File: src/rtl/rom_arb_pkg.sv
// Shared types and default widths for the two-requester ROM arbiter.
package rom_arb_pkg;

   localparam int unsigned DEF_DATA_WIDTH = 8;
   localparam int unsigned DEF_ADDR_WIDTH = 3;

   typedef enum logic {
      IDLE,
      READ
   } state_t;

endpackage

File: src/rtl/rr_arbiter2.sv
// Two-way round-robin grant: a lone requester always wins, a tie goes to
// the requester that was not granted last.
module rr_arbiter2 (
   input  logic [1:0] req,
   input  logic       last_grant,
   output logic [1:0] gnt
);

   always_comb begin
      gnt = 2'b00;
      case (req)
         2'b01:   gnt = 2'b01;
         2'b10:   gnt = 2'b10;
         2'b11:   gnt = last_grant ? 2'b01 : 2'b10;
         default: gnt = 2'b00;
      endcase
   end

endmodule

File: src/rtl/rom_arbiter2.sv
// Shares one asynchronous ROM between two requesters; each accepted read
// takes one READ cycle and returns a one-cycle response pulse.
module rom_arbiter2
   import rom_arb_pkg::*;
#(
   parameter int unsigned DATA_WIDTH = DEF_DATA_WIDTH,
   parameter int unsigned ADDR_WIDTH = DEF_ADDR_WIDTH
) (
   input  logic                  clk,
   input  logic                  rst,
   input  logic                  req0_valid,
   input  logic [ADDR_WIDTH-1:0] req0_addr,
   output logic                  req0_ready,
   output logic                  rsp0_valid,
   output logic [DATA_WIDTH-1:0] rsp0_data,
   input  logic                  req1_valid,
   input  logic [ADDR_WIDTH-1:0] req1_addr,
   output logic                  req1_ready,
   output logic                  rsp1_valid,
   output logic [DATA_WIDTH-1:0] rsp1_data,
   output logic [ADDR_WIDTH-1:0] rom_addr,
   input  logic [DATA_WIDTH-1:0] rom_q,
   output logic                  busy
);

   state_t     state;
   logic       owner;
   logic       last_grant;
   logic [1:0] gnt;
   logic       accept_en;

   rr_arbiter2 u_rr_arbiter2 (
      .req        ({req1_valid, req0_valid}),
      .last_grant (last_grant),
      .gnt        (gnt)
   );

   // Ready is held low while reset is asserted so no handshake is seen then.
   assign accept_en  = (state == IDLE) && !rst;
   assign req0_ready = accept_en && gnt[0];
   assign req1_ready = accept_en && gnt[1];
   assign busy       = (state == READ);

   always_ff @(posedge clk) begin
      if (rst) begin
         state      <= IDLE;
         rom_addr   <= '0;
         owner      <= 1'b0;
         last_grant <= 1'b1;
         rsp0_valid <= 1'b0;
         rsp1_valid <= 1'b0;
         rsp0_data  <= '0;
         rsp1_data  <= '0;
      end else begin
         rsp0_valid <= 1'b0;
         rsp1_valid <= 1'b0;
         case (state)
            IDLE: begin
               if (gnt != 2'b00) begin
                  rom_addr   <= gnt[1] ? req1_addr : req0_addr;
                  owner      <= gnt[1];
                  last_grant <= gnt[1];
                  state      <= READ;
               end
            end
            READ: begin
               if (owner) begin
                  rsp1_data  <= rom_q;
                  rsp1_valid <= 1'b1;
               end else begin
                  rsp0_data  <= rom_q;
                  rsp0_valid <= 1'b1;
               end
               state <= IDLE;
            end
            default: state <= IDLE;
         endcase
      end
   end

endmodule

File: config.mk
export PLATFORM = sky130hd
export DESIGN_NAME = rom_arbiter2
export DESIGN_NICKNAME = d
export VERILOG_FILES = /design/src/rtl/rom_arb_pkg.sv /design/src/rtl/rr_arbiter2.sv /design/src/rtl/rom_arbiter2.sv
export SDC_FILE = /design/constraint.sdc
export NUM_CORES = 1
export LEC_CHECK = 0
export BUFFER_PORTS_ARGS = -buffer_cell sky130_fd_sc_hd__clkbuf_2
export CAP_MARGIN = 10
export CORE_AREA = 2 2 51 53
export DETAILED_ROUTE_END_ITERATION = 8
export DIE_AREA = 0 0 53 55
export PLACE_DENSITY_LB_ADDON = 0.05
export SLEW_MARGIN = 20
export SYNTH_ARGS = -nofsm -noshare
export SYNTH_HDL_FRONTEND = slang
export SYNTH_SLANG_ARGS = --single-unit
File: constraint.sdc
create_clock -name clk -period 2.8 [get_ports clk]
set_input_delay 0.42 -clock clk [delete_from_list [all_inputs] [get_ports clk]]
set_output_delay 0.42 -clock clk [all_outputs]
set_load 0.1 [all_outputs]
==> run metrics <==
run status=finished, final reports clean; synthesized cell area=just over 900 sq um; LEAKAGE=0.523 nW; fillers=approximately 260; commonest non-fill, non-tap cells in the layout=41 x clkbuf_2, 25 x nand2_1, 24 x dfxtp_1; H-tree Lvls=1; fin crit period=2.02 ns; Worst setup SP type=register; worst setup path endpoint=req0_ready; Worst Setup Path Type=reg -> out; RD Place Congestion=0.708; vias in the first global route=689; Slew Viols, Final=0; Port-buffer cells=41; yosys warns=0; Synth Register Bits=24; Rel. slew slack=62.8%; largest net degree at the start of global routing=27; GR Util All Layers=14.7%; total wire length=1930 microns; chip width=53 microns; Bufs on Longest Clock Path=2; depth of the most critical reg-to-reg path=3; RR Endpoint=rsp0_data[3]$_SDFFE_PP0P_; final net count=162; CTS tree=built; pwr/cell area=between 600 and 700 nW/um^2; gr ovfl total=0; Final HPWL DP=1430 microns; final hold violation count=0; R2R setup slack=1.25 ns; # Post-CTS Setup Buffers=0; worst slack, placed=0.870 ns; # resized after CTS=0; worst path arrival time=1.60 ns; # DRC=0; Pwr Total=0.757 mW; worst hold path type=in -> reg; CORE AREA=2360 sq um; Fmax achieved=495 MHz; maxcap violations=0; first-pass GRT wire length=3060 microns; CTS buffer count=3; Mapped Nets=about 130; CP startpoint=busy$_SDFF_PP0_; Final Cycle Share=~72%; initial core utilization=38.6%; most common cell after layout, fill and taps aside=clkbuf_2; die area=2920 sq um; area delta synth->final=25.1%; Hold-fix buffers, CTS=0; layout cell share with drive strength beyond 1=32.9%; clock sinks=24; Mapped Avg Cell Area=8.52 sq um; Routed WL per cell=11.2 microns; Clock Tree Root=clkbuf_4; Clock transition at path regs=0.12 ns; initial antenna violation count=0; register area share after synthesis=52.7%; worst path required time=2.38 ns; FP Rows=18; # IOs=42; clk_skew=0.000567 ns; unrepaired setup endpoints after global routing=no; Finish-stage setup viols=0; final setup margin=0.778 ns; cell count after synthesis=107; routed vias/inst=4.80; CP Max Fanout=18; total number of vias=830; Initial DRC Count=8; distinct cell type count after synthesis=18; antenna-violating nets left=0; maximum vdd ir drop=approximately 0.4 mV; Worst setup EP type=output port; launch point of the worst reg-to-reg path=busy$_SDFF_PP0_; Worst-Margin Slew=~0.56 ns; die span in y=between 50 and 60 microns; antenna cells=0; clk_lat worst skew=0.31 ns; drt pass-1 iters=4; Finished Core Util=48.3%; setup_tns=0 ns
worst max-delay path, stage by stage, from the launching register on:
cell      delay, ns
dfxtp_1        0.69
nor2_1         0.06
and3_1         0.17
clkbuf_2       0.36
registers in the layout, indices dropped and copies added (netlist names):
signal,cells
rom_addr,3
rsp0_valid,1
busy,1
rsp0_data,8
rsp1_valid,1
rsp1_data,8
owner,1
last_grant,1
power by group:
part	total (mW)	internal [mW]	switching, mW
logic	0.206	0.0393	0.166
registers	0.376	0.360	0.0159
clock network	0.176	0.0794	0.0968
cell families after synthesis:
| group | count (synthesis) | share of synthesized area, % |
|---|---|---|
| AND/OR/NAND/NOR | 48 | 22.6 |
| flip-flops | 24 | 52.7 |
| AO/OA/AOI/OAI | 23 | 15.4 |
| buffers and inverters | 9 | 6.04 |
| multiplexers | 3 | 3.29 |
cell type report:
type	instances	area [sq um]	share of cell area, %
Tap cell	30	37.5	3.29
Sequential cell	24	480	42.1
Clock buffer	4	36.3	3.18
Multi-Input combinational cell	74	382	33.4
Timing Repair Buffer	41	205	18.0
how the worst min path moves through the flow:
stage	start	endpoint	slack [ns]	depth (start not counted)
2_1_floorplan	last_grant$_SDFFE_PP1P_	last_grant$_SDFFE_PP1P_	0.45	1
3_3_place_gp	rsp0_data[3]$_SDFFE_PP0P_	rsp0_data[3]$_SDFFE_PP0P_	0.45	2
3_5_place_dp	rsp0_data[2]$_SDFFE_PP0P_	rsp0_data[2]$_SDFFE_PP0P_	0.45	2
4_1_cts	rom_q[5]	rsp0_data[5]$_SDFFE_PP0P_	0.33	3
5_1_grt	rom_q[4]	rsp0_data[4]$_SDFFE_PP0P_	0.33	3
6_report	rom_q[4]	rsp0_data[4]$_SDFFE_PP0P_	0.33	3
per-stage QoR:
step,cells,hold WS (ns),instance area (sq um)
2_1_floorplan,107,0.451,917
3_3_place_gp,169,0.446,1100
3_5_place_dp,169,0.448,1100
4_1_cts,173,0.329,1140
5_1_grt,173,0.334,1140
6_report,173,0.333,1140
synthesized netlist by cell type (all sizes together):
master   instances  area share (%)
a2bb2oi          1            0.96
nor2b            2             1.4
a211oi           3             2.5
a211o            1            0.96
nor2             8             3.3
o21ba            1             1.1
a21bo            1             1.1
nand2           25              10
mux2i            3             3.3
clkbuf           2            0.82
buf              7             5.2
and3             1            0.69
nand3            8             4.4
a21oi           16             8.8
nand2b           3             2.1
nor3             1            0.55
dfxtp           24              53
per-layer routing:
| metal | up-vias | wire length (microns) | track usage [%] |
|---|---|---|---|
| li1 | 430 | - | - |
| met1 | 374 | 885 | 18.7 |
| met2 | 24 | 893 | 24.0 |
| met3 | 2 | 142 | 5.91 |
| met4 | 0 | 12 | 2.56 |
| met5 | - | 0 | 0 |
Note: power is estimated with default switching activity, not from simulation.
